**config.mk**
```make
export PLATFORM = sky130hd
export DESIGN_NAME = pin_sequencer
export DESIGN_NICKNAME = d
export VERILOG_FILES = /design/src/rtl/pin_sequencer_pkg.sv /design/src/rtl/pin_sequencer_chan.sv /design/src/rtl/pin_sequencer.sv
export SDC_FILE = /design/constraint.sdc
export NUM_CORES = 1
export LEC_CHECK = 0
export ABC_AREA = 1
export BUFFER_PORTS_ARGS = -buffer_cell sky130_fd_sc_hd__clkbuf_2
export CORE_MARGIN = 5
export CORE_UTILIZATION = 40
export DETAILED_ROUTE_END_ITERATION = 8
export SETUP_SLACK_MARGIN = 0.02
export SYNTH_ARGS = -nofsm -noshare
export SYNTH_HDL_FRONTEND = slang
export SYNTH_SLANG_ARGS = --single-unit
```
**constraint.sdc**
```tcl
create_clock -name clk -period 2.21 [get_ports clk]
set_clock_uncertainty 0.15 [all_clocks]
set_input_delay 0.442 -clock clk [delete_from_list [all_inputs] [get_ports clk]]
set_output_delay 0.442 -clock clk [all_outputs]
set_load 0.01 [all_outputs]
```
**src/rtl/pin_sequencer_pkg.sv**
```systemverilog
// Shared FSM encoding and parameter defaults for the pin sequencer.
package pin_sequencer_pkg;

  localparam int NCH_DEF       = 3;
  localparam int PAT_LEN_DEF   = 8;
  localparam int DIV_W_DEF     = 24;
  localparam int STEP_W_DEF    = 25;
  localparam int MAX_STEPS_DEF = 20971520;

  typedef enum logic [1:0] {
    ST_IDLE = 2'd0,
    ST_RUN  = 2'd1,
    ST_DONE = 2'd2
  } state_e;

endpackage

```
**src/rtl/pin_sequencer_chan.sv**
```systemverilog
// One output channel: pattern/divider storage, step prescaler, pattern index and registered pin.
module pin_sequencer_chan
  import pin_sequencer_pkg::*;
#(
  parameter int PAT_LEN = PAT_LEN_DEF,
  parameter int DIV_W   = DIV_W_DEF
) (
  input  logic               clk,
  input  logic               rst_n,
  input  logic               load,
  input  logic               launch,
  input  logic               advance,
  input  logic [PAT_LEN-1:0] cfg_pattern,
  input  logic [DIV_W-1:0]   cfg_div,
  output logic               pin
);

  localparam int IDX_W = (PAT_LEN > 1) ? $clog2(PAT_LEN) : 1;

  logic [PAT_LEN-1:0] pattern;
  logic [DIV_W-1:0]   div;
  logic [DIV_W-1:0]   presc;
  logic [IDX_W-1:0]   idx;
  logic [IDX_W-1:0]   idx_next;

  // PAT_LEN is a power of two, so the natural index overflow is the wrap.
  assign idx_next = idx + IDX_W'(1);

  always_ff @(posedge clk or negedge rst_n) begin
    if (!rst_n) begin
      pattern <= '0;
      div     <= '0;
      presc   <= '0;
      idx     <= '0;
      pin     <= 1'b0;
    end else begin
      if (load) begin
        pattern <= cfg_pattern;
        div     <= cfg_div;
      end
      // A write coincident with launch must shape the very first emitted bit.
      if (launch) begin
        presc <= '0;
        idx   <= '0;
        pin   <= load ? cfg_pattern[0] : pattern[0];
      end else if (advance) begin
        if (presc == div) begin
          presc <= '0;
          idx   <= idx_next;
          pin   <= pattern[idx_next];
        end else begin
          presc <= presc + DIV_W'(1);
        end
      end else begin
        pin <= 1'b0;
      end
    end
  end

endmodule

```
**src/rtl/pin_sequencer.sv**
```systemverilog
// Multi-channel pattern sequencer: runs a fixed number of cycles, each channel stepping its own pattern.
module pin_sequencer
  import pin_sequencer_pkg::*;
#(
  parameter int NCH       = NCH_DEF,
  parameter int PAT_LEN   = PAT_LEN_DEF,
  parameter int DIV_W     = DIV_W_DEF,
  parameter int STEP_W    = STEP_W_DEF,
  parameter int MAX_STEPS = MAX_STEPS_DEF
) (
  input  logic               clk,
  input  logic               rst_n,
  input  logic               start,
  input  logic               stop,
  input  logic               cfg_we,
  input  logic [3:0]         cfg_ch,
  input  logic [PAT_LEN-1:0] cfg_pattern,
  input  logic [DIV_W-1:0]   cfg_div,
  output logic [NCH-1:0]     pins,
  output logic               busy,
  output logic               done,
  output logic [STEP_W-1:0]  step_count
);

  localparam logic [4:0]        NCH_LIM   = 5'(NCH);
  localparam logic [STEP_W-1:0] LAST_STEP = STEP_W'(MAX_STEPS - 1);
  localparam logic [STEP_W-1:0] END_STEP  = STEP_W'(MAX_STEPS);

  state_e            state;
  state_e            state_next;
  logic [STEP_W-1:0] step_next;
  logic              last;
  logic              launch;
  logic              advance;
  logic              cfg_ok;

  assign last    = (step_count == LAST_STEP);
  assign launch  = start && !stop && (state != ST_RUN);
  assign advance = (state == ST_RUN) && !stop && !last;
  assign cfg_ok  = cfg_we && (state != ST_RUN) && ({1'b0, cfg_ch} < NCH_LIM);

  always_comb begin
    state_next = state;
    step_next  = step_count;
    if (stop) begin
      state_next = ST_IDLE;
    end else begin
      case (state)
        ST_IDLE, ST_DONE: begin
          if (start) begin
            state_next = ST_RUN;
            step_next  = '0;
          end
        end
        ST_RUN: begin
          if (last) begin
            state_next = ST_DONE;
            step_next  = END_STEP;
          end else begin
            step_next = step_count + STEP_W'(1);
          end
        end
        default: state_next = ST_IDLE;
      endcase
    end
  end

  // busy/done come from the next state so they line up exactly with state.
  always_ff @(posedge clk or negedge rst_n) begin
    if (!rst_n) begin
      state      <= ST_IDLE;
      step_count <= '0;
      busy       <= 1'b0;
      done       <= 1'b0;
    end else begin
      state      <= state_next;
      step_count <= step_next;
      busy       <= (state_next == ST_RUN);
      done       <= (state_next == ST_DONE);
    end
  end

  for (genvar c = 0; c < NCH; c++) begin : g_chan
    pin_sequencer_chan #(
      .PAT_LEN (PAT_LEN),
      .DIV_W   (DIV_W)
    ) u_chan (
      .clk         (clk),
      .rst_n       (rst_n),
      .load        (cfg_ok && (cfg_ch == 4'(c))),
      .launch      (launch),
      .advance     (advance),
      .cfg_pattern (cfg_pattern),
      .cfg_div     (cfg_div),
      .pin         (pins[c])
    );
  end

endmodule

```
==> impl_metrics.py <==
metrics = {
    "clock_network": {
        "cts_root_buf": "clkbuf_16",
        "cts_tree": "yes",
        "cts_setup_buffers": 0,
        "clock-sinks": 209,
        "clock_path_buffers": 3,
        "h-tree-depth": 1,
        "clk_pin_slew_worst_paths_ns": 0.06,
        "numCtsBuffers": 25,
        "clk-insertion-delay-late_ns": 0.53,
    },
    "route": {
        "dr_wl_met3_um": 1660,
        "antenna_left": 0,
        "wl_met1_um": 15800,
        "drt_iter0_markers": 887,
        "vias_per_cell": 4.91,
        "dr_wl_met2_um": 15100,
        "drc": 0,
        "drt_first_pass_iters": 6,
        "detail_route.wl_per_cell_um": 15.0,
        "dr.max_layer_used": "met4",
        "wl_um": 33200,
        "vias": 10842,
    },
    "yosys": {
        "ys_ff_latch": 209,
        "syn_avg_cell_area_um2": 7.03,
        "synth_area_leaders": "dfrtp_1, nand2_1, inv_1",
        "yosysWarnings": 0,
        "seq_area_frac_synth_pct": 43.4,
        "synthXorXnorAreaFrac_pct": 5.24,
        "yosysUniqueCellTypes": 40,
        "synth_ff_type": "dfrtp_1",
        "synth_edf_count": 0,
        "synth_area_leader_cell": "dfrtp_1",
        "synth_top_area_share_pct": 43.4,
        "synth_fa_ha_area_share_pct": 0.727,
        "synth_simple_gate_area_share_pct": 32.9,
        "synthesis.area_mm2": 0.0120,
        "synth_mux_area_share_pct": 0,
        "synth_cells": 1713,
        "synth_nets": 1761,
        "synth_top_family_by_area": "simple AND/OR/NAND/NOR gates",
        "synthArstFlopShare_pct": 100,
        "synth_compound_area_share_pct": 7.92,
    },
    "placement": {
        "placed_area_mm2": 0.0131,
        "dp.final_hpwl_um": 25100,
        "gp_congestion": 0.873,
        "port_buffers": 70,
    },
    "worst_setup_path": {
        "slowest_delay_ns": 0.48,
        "crit_arrival_ns": 2.43,
        "path_buf_inv": 0,
        "reg2regPathDepth": 6,
        "worstPathMaxFanout": 5,
        "rrSetupSlack_ns": 0.08,
        "cp_common_cell": "nand2_1",
        "crit_family": "simple AND/OR/NAND/NOR gates",
        "r2r-end": "g_chan[2].u_chan.presc[16]",
        "path_cells": "nand2_1 -> nor3_1 -> nand2_1 -> o21ai_0 -> nand4_1 -> nand2_1",
        "crit_required_ns": 2.51,
        "cp-start-kind": "register",
        "cp_slowest_cell": "dfrtp_1",
        "worst-setup-path-type": "register to register",
        "critPathCaptureType": "register",
        "reg2reg_from": "g_chan[2].u_chan.presc[6]",
    },
    "pwr": {
        "leakage_nw": 7.10,
        "p_per_area_mw_per_mm2": 786,
        "peakVddDrop_uv": 610,
    },
    "final_layout": {
        "layout.nets": 1847,
        "layout_commonest_cell": "nand2_1",
        "diodes": 0,
        "mostFrequentLayoutCells": "nand2_1, inv_1, dfrtp_1",
        "drive_gt1_share_pct": 10.7,
        "fin_area_mm2": 0.0140,
        "areaGrowthSynthToFinish_pct": 16.2,
    },
    "job": {
        "maxCapViolCount": 0,
    },
    "global_route": {
        "grt_antenna_before_repair": 0,
        "grt_usage_pct": 19.9,
        "first_global_vias": 10382,
        "gr-total-overflow": 0,
        "grt_max_degree": 59,
        "grt_pass1_wl_um": 54900,
    },
    "timing": {
        "setup_viol": 0,
        "fmax_mhz": 470,
        "hold_viol_final": 0,
        "min_period_ns": 2.13,
        "setup-tns-final_ns": 0,
        "slew_headroom_pct": 69.2,
        "rsz0062_at_grt": "true",
        "finalCritPeriodShare_pct": 96.2,
        "max_slew.worst_pin.slew_ns": 0.458,
        "maxSlewViolCount": 0,
    },
    "min_path": {
        "hold_path_depth": 3,
        "worstHoldStart": "cfg_div[22]",
        "hp-class": "primary input to register",
        "whs_endpoint": "g_chan[0].u_chan.div[22]",
    },
    "floorplan": {
        "rows": 63,
        "core-area_mm2": 0.0297,
        "start_util_pct": 40.5,
        "die_area_mm2": 0.0337,
        "io_pins": 71,
        "die_h_um": 184,
        "chipWidth_um": 184,
    },
    "run_status": {
        "status": "completed",
    },
}
==> worst reg2reg max path: stages (launching register included) <==
cell     delay (ns)
dfrtp_1        0.48
nand2_1        0.14
nor3_1         0.38
nand2_1        0.18
o21ai_0        0.32
nand4_1        0.26
nand2_1        0.13
==> per-stage QoR <==
stage / hold slack [ns] / setup WS, ns / total power, mW / utilization [%] / std cells
floorplan: -0.00359 / 0.293 / 5.90 / - / 1713
global placement: 0.204 / 0.0478 / 6.66 / 44.0 / 2161
detailed placement: 0.203 / 0.0346 / 6.70 / 44.0 / 2161
CTS: 0.0472 / 0.0443 / 11.1 / 46.9 / 2208
global route: 0.0597 / 0.0153 / 11.6 / 47.1 / 2208
finish: 0.0568 / 0.0841 / 11.0 / 47.1 / 2208
==> cell usage after synthesis (all sizes together), types with 2 or more instances <==
| cell | instances |
|---|---|
| nand2 | 582 |
| inv | 234 |
| dfrtp | 209 |
| nor2 | 191 |
| o21ai | 145 |
| nand3 | 80 |
| xor2 | 62 |
| nand4 | 47 |
| nor3 | 34 |
| clkbuf | 33 |
| buf | 28 |
| o22ai | 16 |
| a21oi | 15 |
| xnor2 | 10 |
| ha | 7 |
| and2 | 4 |
| nand3b | 3 |
| nor4 | 3 |
| o211ai | 2 |
| o31ai | 2 |
==> cell type report <==
type | count | area [um^2]
Multi-Input combinational cell | 1209 | 5680
Fill cell | 2957 | 15700
Sequential cell | 209 | 5230
Tap cell | 390 | 488
Clock inverter | 7 | 116
Clock buffer | 39 | 758
Timing Repair Buffer | 120 | 838
Inverter | 234 | 881
==> flip-flops by register name, summed over array words and instances (netlist names) <==
register	count
g_chan.u_chan.idx	9
state	2
g_chan.u_chan.div	72
g_chan.u_chan.pattern	24
done	1
step_count	25
g_chan.u_chan.pin	3
busy	1
g_chan.u_chan.presc	72
==> kinds of logic after synthesis <==
family | count (synthesis)
buffers and inverters | 295
adders and majority gates | 7
xor gates and xnor gates | 72
AOI/OAI and AO/OA | 183
DFF | 209
and+or+nand+nor | 947
==> per-layer routing <==
metal,vias up,track usage (%)
met4,0,4.77
met2,230,32.3
met3,42,2.57
met5,-,0
li1,5521,-
met1,5049,28.3
==> power by group <==
group	internal [mW]	total, mW	switching, mW
Combinational	0.792	2.11	1.32
Sequential	4.16	4.53	0.376
Clock	2.70	4.35	1.65
==> how the worst max path moves through the flow <==
| stage | depth (start not counted) | endpoint | slack (ns) | start |
|---|---|---|---|---|
| 2_1_floorplan | 11 | g_chan[0].u_chan.presc[10] | 0.29 | step_count[1] |
| 3_3_place_gp | 8 | g_chan[2].u_chan.presc[16] | 0.05 | g_chan[2].u_chan.presc[0] |
| 3_5_place_dp | 11 | g_chan[0].u_chan.presc[0] | 0.03 | step_count[1] |
| 4_1_cts | 11 | g_chan[0].u_chan.presc[0] | 0.04 | step_count[1] |
| 5_1_grt | 9 | g_chan[0].u_chan.presc[18] | 0.02 | g_chan[0].u_chan.presc[1] |
| 6_report | 6 | g_chan[2].u_chan.presc[16] | 0.08 | g_chan[2].u_chan.presc[6] |
==> repair_timing <==
item	4_1_cts	5_1_grt
endpoints found under the setup margin	1	44
hold endpoints to repair	65	0
hold buffers	1	0
pin swaps	0	1
gates resized for setup	1	14
(Power assumes the default switching activity.)
